==> src/rtl/joybus_poll_sequencer.sv <==
// Controller-side Joybus pin owner: arbitrates the shared line between the RX poll
// detector and the TX response serializer, and snapshots the pad state for each reply.
module joybus_poll_sequencer #(
  parameter int                 SNAP_W      = 32,
  parameter int                 GAP_CYC     = 50,
  parameter int                 GAP_MAX_CYC = 500,
  parameter int                 TX_TO_CYC   = 4000,
  parameter logic [SNAP_W-1:0]  NEUTRAL     = '0
) (
  input  logic              clk,
  input  logic              rst_n,
  input  logic              console_did_poll,
  input  logic              line_high,
  input  logic [SNAP_W-1:0] pad_state,
  input  logic              pad_valid,
  input  logic              tx_done,
  output logic              rx_enable,
  output logic              reset_poll_status,
  output logic              tx_start,
  output logic [SNAP_W-1:0] tx_data,
  output logic [15:0]       poll_cnt,
  output logic              err_abort,
  output logic [2:0]        fsm_state
);

  // Handshakes: pad_valid, tx_done, tx_start and reset_poll_status are single-cycle
  // strobes with no back-pressure; tx_data is stable from tx_start until tx_done.

  typedef enum logic [2:0] {
    S_LISTEN  = 3'd0,
    S_GAP     = 3'd1,
    S_LOAD    = 3'd2,
    S_START   = 3'd3,
    S_SEND    = 3'd4,
    S_RELEASE = 3'd5,
    S_ABORT   = 3'd6,
    S_DRAIN   = 3'd7
  } state_t;

  localparam int TMO_MAX = (GAP_MAX_CYC > TX_TO_CYC) ? GAP_MAX_CYC : TX_TO_CYC;
  localparam int TMO_W   = $clog2(TMO_MAX + 1);
  localparam int GAP_W   = $clog2(GAP_CYC + 1);

  localparam logic [GAP_W-1:0] GAP_LAST     = GAP_W'(GAP_CYC - 1);
  localparam logic [TMO_W-1:0] GAP_TMO_LAST = TMO_W'(GAP_MAX_CYC - 1);
  localparam logic [TMO_W-1:0] TX_TMO_LAST  = TMO_W'(TX_TO_CYC - 1);

  state_t            state, state_nx;
  logic [GAP_W-1:0]  gap_cnt;
  logic [TMO_W-1:0]  tmo;
  logic [SNAP_W-1:0] shadow;

  always_ff @(posedge clk) begin
    if (!rst_n) state <= S_LISTEN;
    else        state <= state_nx;
  end

  always_comb begin
    state_nx = state;
    case (state)
      S_LISTEN:  if (console_did_poll) state_nx = S_GAP;
      // A completed gap wins over a timeout landing on the same cycle.
      S_GAP: begin
        if (line_high && gap_cnt == GAP_LAST) state_nx = S_LOAD;
        else if (tmo == GAP_TMO_LAST)         state_nx = S_ABORT;
      end
      S_LOAD:    state_nx = S_START;
      S_START:   state_nx = S_SEND;
      S_SEND: begin
        if (tx_done)                  state_nx = S_RELEASE;
        else if (tmo == TX_TMO_LAST)  state_nx = S_ABORT;
      end
      S_RELEASE: state_nx = S_DRAIN;
      S_ABORT:   state_nx = S_DRAIN;
      S_DRAIN:   if (!console_did_poll && line_high) state_nx = S_LISTEN;
      default:   state_nx = S_LISTEN;
    endcase
  end

  always_comb begin
    rx_enable         = (state == S_LISTEN);
    tx_start          = (state == S_START);
    reset_poll_status = (state == S_RELEASE) || (state == S_ABORT);
    fsm_state         = state;
  end

  always_ff @(posedge clk) begin
    if (!rst_n) begin
      shadow    <= NEUTRAL;
      tx_data   <= '0;
      poll_cnt  <= '0;
      err_abort <= 1'b0;
      gap_cnt   <= '0;
      tmo       <= '0;
    end else begin
      if (pad_valid) shadow <= pad_state;
      case (state)
        S_LISTEN: begin
          gap_cnt <= '0;
          tmo     <= '0;
        end
        S_GAP: begin
          gap_cnt <= line_high ? gap_cnt + GAP_W'(1) : '0;
          tmo     <= tmo + TMO_W'(1);
        end
        // A strobe arriving in the snapshot cycle is fresher than the shadow copy.
        S_LOAD:    tx_data   <= pad_valid ? pad_state : shadow;
        S_START:   tmo       <= '0;
        S_SEND:    tmo       <= tmo + TMO_W'(1);
        S_RELEASE: poll_cnt  <= poll_cnt + 16'd1;
        S_ABORT:   err_abort <= 1'b1;
        default: ;
      endcase
    end
  end

endmodule

==> config.mk <==
export PLATFORM = sky130hd
export DESIGN_NAME = joybus_poll_sequencer
export DESIGN_NICKNAME = d
export VERILOG_FILES = /design/src/rtl/joybus_poll_sequencer.sv
export SDC_FILE = /design/constraint.sdc
export NUM_CORES = 1
export LEC_CHECK = 0
export CORE_MARGIN = 2
export CORE_UTILIZATION = 50
export CTS_BUF_LIST = sky130_fd_sc_hd__clkbuf_8 sky130_fd_sc_hd__clkbuf_16
export CTS_CLUSTER_DIAMETER = 30
export DETAILED_ROUTE_END_ITERATION = 8
export HOLD_SLACK_MARGIN = 0.12
export PLACE_DENSITY = 0.79
export SYNTH_ARGS = -nofsm -noshare
export SYNTH_HDL_FRONTEND = slang
export SYNTH_SLANG_ARGS = --single-unit
==> constraint.sdc <==
create_clock -name clk -period 3.7 [get_ports clk]
set_input_delay 0.74 -clock clk [delete_from_list [all_inputs] [get_ports clk]]
set_output_delay 0.74 -clock clk [all_outputs]
set_load 0.02 [all_outputs]
==> out/qor.yml, run 1 <==
synth-seq-cells: 102
seqPwrFrac_pct: 44.7
dpl.hpwl_um: 6010
critPathArrivalTime_ps: 2250
syn_area_sq_um: 4160
fin_nets: 575
setup_viol: 0
port_buffers: 92
place.gp.congestion: 0.803
switching_share_pct: 34.9
hold_violations: 0
p_switching_mw: 1.11
skew_ps: 9.36
crit_fanout: 21
max_freq_mhz: 334
cp-start-kind: "register"
fin_hold_ws_ps: 493
postLayoutCoreUtil_pct: 65.4
fp.dieW_um: 95.3
multi_input_area_sq_um: 1980
status: "completed"
period_share_pct: 80.9
num_rows: 33
dp_cells: 627
fin_area_sq_um: 5320
wirelength_met1_um: 4100
syn_inst: 458
cts_hold_buf: 0
yosys.cell_types.count: 52
syn_nets: 500
cts_setup_buffers: 0
drive_gt1_share_pct: 5.20
setup_tns_ps: 0
dieArea_sq_um: 9070
synth_flop_cell: "dfxtp_1"
slew_headroom_pct: 35.3
critPathKind: "register to primary output"
async_flop_share_pct: 0
power.share.clock_pct: 22.3
grt_util_all_layers_pct: 19.5
cts-buffers-inserted: 9
synth_edf_count: 0
drtPass1Iterations: 4
io_pins: 93
seqCellArea_sq_um: 2040
clock_latency_ps: 340
vias_per_cell: 5.43
grt_pass1_wl_um: 14200
clkTransAtPathRegs_ps: 100
cts.sinks: 102
power_density_nw_per_um2: 596
fin_ws_ps: 707
seq_area_frac_synth_pct: 49.0
clock-root-buffer: "clkbuf_8"
totalWireLength_um: 8920
pwr-share-comb_pct: 33.1
syn2layout_area_growth_pct: 27.8
drt-initial-drc-count: 169
grt_overflow: 0
antenna_left: 0
cts_tree: "yes"
rsz0062_at_grt: "false"
antenna_found_initial: 0
endpoint_kind: "primary output"
placed_cell_area_sq_um: 5120
post-route-drc-count: 0
pre_cts_slack_ps: 1100
avgRoutedWirePerCell_um: 13.9
p_int_mw: 2.07
fillCellCount: 705
yosysWarnings: 0
peakVddDrop_uv: 276
finalCriticalPeriod_ps: 2990
stdcell_count: 643
avgSynthCellArea_sq_um: 9.09
worstHoldPathType: "register to register"
required_ps: 2960
wl_met3_um: 575
cts_resized: 0
max-clock-path-buffers: 2
p_leak_nw: 1.94
fp.coreArea_sq_um: 8130
grt_pass1_vias: 3149
grt_max_degree: 80
initial_utilization_pct: 51.2
topRoutingLayerUsed: "met4"
htreeDepth: 3
total_power_mw: 3.17
drv_slew: 0
num_antenna_cells: 0
tightest_slew_ps: 971
met2_length_um: 4160
cap_violations: 0
die_h_um: 95.3
vias: 3492
[state kept, by name (all words and copies together) (netlist names)]
register and cells:
tx_data 32, gap_cnt 6, fsm_state 3, tmo 12, shadow 32, poll_cnt 16
err_abort 1
[logic make-up (layout without fill, tap and decap cells)]
kind of cell,after synthesis,after routing,share of synthesized area [%]
AND/OR/NAND/NOR,178,178,20.7
flip-flops,102,102,49.0
AO/OA/AOI/OAI,89,89,14.3
buffers and inverters,37,117,3.70
multiplexers,34,34,8.17
XOR/XNOR,14,14,2.94
adder cells (fa/ha/maj),4,4,1.20
[placed cells by master, fill, tap and decap left out, types with 2 or more instances in the layout]
| cell | Yosys | routed |
|---|---|---|
| dfxtp_1 | 102 | 102 |
| nor2_1 | 94 | 93 |
| clkdlybuf4s50_1 | 0 | 91 |
| mux2i_1 | 34 | 34 |
| a211oi_1 | 32 | 32 |
| a21oi_1 | 22 | 22 |
| nand2_1 | 14 | 14 |
| nand4_1 | 11 | 11 |
| o21ai_0 | 11 | 11 |
| nand3_1 | 11 | 11 |
| xor2_1 | 10 | 10 |
| clkbuf_8 | 0 | 9 |
| inv_1 | 7 | 6 |
| and3_1 | 6 | 6 |
| nor3_1 | 6 | 6 |
| or4_1 | 6 | 6 |
| or3_1 | 5 | 5 |
| o31ai_1 | 5 | 5 |
| nand2b_1 | 4 | 4 |
| xnor2_1 | 4 | 4 |
| ha_1 | 4 | 4 |
| or2_2 | 3 | 3 |
| and2_1 | 3 | 3 |
| a31oi_1 | 3 | 3 |
| nor2b_1 | 2 | 2 |
| or3b_2 | 2 | 2 |
| nor4_1 | 2 | 2 |
| o2111ai_1 | 2 | 2 |
| o31a_1 | 2 | 2 |
| a22oi_1 | 2 | 2 |
| inv_6 | 0 | 2 |
| clkinvlp_4 | 0 | 2 |
[worst paths after layout]
check,from,endpoint,slack [ps],cells past startpoint
worst max-delay path,fsm_state[2],reset_poll_status,710,3
worst min-delay path,err_abort,err_abort,490,2
worst max register to register,fsm_state[0],poll_cnt[15],1460,4
worst min register to register,err_abort,err_abort,490,2
[cell type report]
type,instances,share of cell area (%)
Sequential cell,102,38.4
Multi-Input combinational cell,319,37.1
Timing Repair Buffer,94,17.7
Tap cell,105,2.47
Clock buffer,9,2.33
Clock inverter,7,1.48
Inverter,7,0.494
[cells in the mapped netlist (2+ instances only)]
| cell | count | share of area [%] |
|---|---|---|
| or3_1 | 5 | 0.75 |
| nand2_1 | 14 | 1.3 |
| nand4_1 | 11 | 1.7 |
| or2_2 | 3 | 0.45 |
| or3b_2 | 2 | 0.42 |
| inv_1 | 7 | 0.63 |
| nor2b_1 | 2 | 0.30 |
| clkbuf_1 | 19 | 1.7 |
| xor2_1 | 10 | 2.1 |
| nor4_1 | 2 | 0.30 |
| and2_1 | 3 | 0.45 |
| ha_1 | 4 | 1.2 |
| o31ai_1 | 5 | 0.90 |
| a211oi_1 | 32 | 5.8 |
| buf_1 | 4 | 0.36 |
| nor2_1 | 94 | 8.5 |
| nand3_1 | 11 | 1.3 |
| dfxtp_1 | 102 | 49 |
| or4_1 | 6 | 1.1 |
| o21ai_0 | 11 | 1.3 |
| xnor2_1 | 4 | 0.84 |
| buf_2 | 5 | 0.60 |
| and3_1 | 6 | 0.90 |
| o31a_1 | 2 | 0.42 |
| a21oi_1 | 22 | 2.6 |
| nor3_1 | 6 | 0.72 |
| a22oi_1 | 2 | 0.36 |
| o2111ai_1 | 2 | 0.42 |
| a31oi_1 | 3 | 0.45 |
| mux2i_1 | 34 | 8.2 |
| nand2b_1 | 4 | 0.60 |
[metal layers]
layer	track usage, %	vias up
met5	0	-
met3	3.64	8
met2	32.7	96
met4	5.19	0
li1	-	1774
met1	25.7	1614
[power groups by stage]
| stage | Clock (mW) | Sequential, mW | Combinational [mW] |
|---|---|---|---|
| after floorplan | 0 | 1.53 | 0.539 |
| after global placement | 0 | 1.43 | 1.03 |
| after detailed placement | 0 | 1.44 | 1.05 |
| after CTS | 0.731 | 1.42 | 1.06 |
| after global routing | 0.775 | 1.45 | 1.15 |
| final | 0.707 | 1.42 | 1.05 |
[worst max-delay path: stages, from the launching register on]
cell	delay, ps
dfxtp_1	820
inv_1	280
a21oi_1	190
clkdlybuf4s50_1	620
No activity file was read; power rests on OpenSTA's default activity.
==> inputs of run 2 (changes only) <==
--- a/config.mk
+++ b/config.mk
@@ -6,12 +6,12 @@
 export NUM_CORES = 1
 export LEC_CHECK = 0
 export CORE_MARGIN = 2
-export CORE_UTILIZATION = 50
+export CORE_UTILIZATION = 45
 export CTS_BUF_LIST = sky130_fd_sc_hd__clkbuf_8 sky130_fd_sc_hd__clkbuf_16
 export CTS_CLUSTER_DIAMETER = 30
 export DETAILED_ROUTE_END_ITERATION = 8
 export HOLD_SLACK_MARGIN = 0.12
-export PLACE_DENSITY = 0.79
+export PLACE_DENSITY = 0.75
 export SYNTH_ARGS = -nofsm -noshare
 export SYNTH_HDL_FRONTEND = slang
 export SYNTH_SLANG_ARGS = --single-unit
==> constraint.sdc (replaced) <==
create_clock -name clk -period 2.63 [get_ports clk]
set_input_delay 0.526 -clock clk [delete_from_list [all_inputs] [get_ports clk]]
set_output_delay 0.526 -clock clk [all_outputs]
set_load 0.02 [all_outputs]
==> run 2 against run 1 <==
  * Cell area grew 0.92%
  * Clock skew increased by 2.9 ps
  * Worst setup slack worse by 490 ps
  * Via count shrank 0.46%
  * Critical path depth unchanged
  * Sequential power grew 35%
==> out/qor.yml, run 2 (same netlist as run 1, synthesis figures left out) <==
power_density_nw_per_um2: 835
post-route-drc-count: 0
drtPass1Iterations: 4
grt_util_all_layers_pct: 18.5
vias: 3476
antenna_left: 0
max_freq_mhz: 415
path_cells: "nand2b_1 -> a21oi_1 -> clkdlybuf4s50_1"
setup_tns_ps: 0
die_h_um: 100
fin_area_sq_um: 5370
cp_top_family: "buffers and inverters"
grt_pass1_vias: 3354
power.share.clock_pct: 21.6
grt_max_degree: 65
drv_slew: 0
grt_pass1_wl_um: 15200
fp.dieW_um: 100
cts.sinks: 102
cp-start-kind: "register"
cts_setup_buffers: 0
r2r_slack_ps: 650
worst_path_largest_cell_delay_ps: 620
pwr-share-comb_pct: 35.6
setup_viol: 0
dieArea_sq_um: 10000
critPathArrivalTime_ps: 1880
total_power_mw: 4.49
clkTransAtPathRegs_ps: 110
status: "completed"
p_int_mw: 2.87
port_buffers: 92
max-clock-path-buffers: 2
htreeDepth: 3
num_antenna_cells: 0
cts-buffers-inserted: 9
place.gp.congestion: 0.807
period_share_pct: 91.6
drt-initial-drc-count: 130
totalWireLength_um: 8990
placed_cell_area_sq_um: 5170
cts_tree: "yes"
vias_per_cell: 5.31
dpl.hpwl_um: 6210
hold_violations: 0
mostFrequentLayoutCells: "dfxtp_1, nor2_1, clkdlybuf4s50_1"
drive_gt1_share_pct: 6.43
syn2layout_area_growth_pct: 29.0
worstHoldPathType: "register to register"
fin_hold_ws_ps: 484
fillCellCount: 815
avgRoutedWirePerCell_um: 13.7
endpoint_kind: "primary output"
seqPwrFrac_pct: 42.8
clock-root-buffer: "clkbuf_8"
cap_violations: 0
fin_nets: 581
p_leak_nw: 1.97
required_ps: 2100
stdcell_count: 655
num_rows: 35
slew_headroom_pct: 57.4
critPathKind: "register to primary output"
switching_share_pct: 36.1
fp.coreArea_sq_um: 9110
final_common_cell: "dfxtp_1"
dp_cells: 639
peakVddDrop_uv: 405
clock_latency_ps: 360
finalCriticalPeriod_ps: 2410
cp_num_buf_inv: 1
p_switching_mw: 1.62
grt_overflow: 0
cp_slowest_cell: "clkdlybuf4s50_1"
antenna_found_initial: 0
tightest_slew_ps: 639
crit_fanout: 11
initial_utilization_pct: 45.7
io_pins: 93
top_regs: "shadow x32, tx_data x32, poll_cnt x16"
rsz0062_at_grt: "false"
cts_hold_buf: 0
skew_ps: 12.3
[run 2: cell types whose count changed in the layout (fill, tap and decap cells not counted), sizes merged]
cell and delta:
buf +6, clkinv +2, clkinvlp -2, bufinv -1, inv +1
[run 2: power groups by stage]
| stage | Sequential [mW] | Clock, mW | Combinational, mW |
|---|---|---|---|
| after floorplan | 2.15 | 0 | 0.758 |
| after global placement | 1.94 | 0 | 1.57 |
| after detailed placement | 1.96 | 0 | 1.60 |
| after CTS | 1.92 | 1.00 | 1.61 |
| after global routing | 1.96 | 1.06 | 1.75 |
| final | 1.92 | 0.970 | 1.59 |
[run 2: per-stage QoR]
step	worst slack, ps	utilization [%]
after global routing	114	59.0
after detailed placement	448	56.8
after floorplan	731	-
after global placement	476	56.8
final	220	59.0
after CTS	135	58.9
[run 2: routing by layer]
| metal | global-route usage (%) | routed length, um | vias up |
|---|---|---|---|
| met5 | 0 | 0 | - |
| met4 | 6.01 | 87 | 0 |
| met3 | 3.69 | 462 | 8 |
| met2 | 30.7 | 4130 | 74 |
| met1 | 24.2 | 4310 | 1601 |
| li1 | - | - | 1793 |
[run 2: what timing repair did]
| action | 4_1_cts | 5_1_grt |
|---|---|---|
| endpoints found under the hold margin | 0 | 0 |
| resized for setup | 0 | 1 |
| setup endpoints to repair | 0 | 1 |
[run 2: final timing paths]
kind / endpoint / depth (start not counted) / start
worst max register to register: tmo[10] / 5 / fsm_state[0]
worst min register to register: err_abort / 2 / err_abort
worst max-delay path: reset_poll_status / 3 / fsm_state[1]
worst min-delay path: err_abort / 2 / err_abort
[run 2: layout make-up]
class / count / area, sq um / area share, %
clock buffer: 9 / 124 / 2.31
clock inverter: 7 / 73.8 / 1.37
inverter: 7 / 26.3 / 0.489
multi-input combinational: 319 / 1980 / 36.8
sequential: 102 / 2040 / 38.0
tap: 111 / 139 / 2.59
timing repair buffer: 100 / 988 / 18.4
[run 2: worst reg2reg max path, delay by kind of cell, from the launching register on]
| kind | cells | cell delay (ps) |
|---|---|---|
| flip-flops | 1 | 420 |
| AND/OR/NAND/NOR | 2 | 570 |
| buffers and inverters | 1 | 230 |
| multiplexers | 1 | 550 |
| AO/OA/AOI/OAI | 1 | 140 |
==> inputs of run 3 (changes only) <==
--- a/config.mk
+++ b/config.mk
@@ -10,7 +10,7 @@
 export CTS_BUF_LIST = sky130_fd_sc_hd__clkbuf_8 sky130_fd_sc_hd__clkbuf_16
 export CTS_CLUSTER_DIAMETER = 30
 export DETAILED_ROUTE_END_ITERATION = 8
-export HOLD_SLACK_MARGIN = 0.12
+export HOLD_SLACK_MARGIN = 0.15
 export PLACE_DENSITY = 0.75
 export SYNTH_ARGS = -nofsm -noshare
 export SYNTH_HDL_FRONTEND = slang
==> results of run 3 <==
The final DEF is identical to that of run 2; final timing and power are the same.
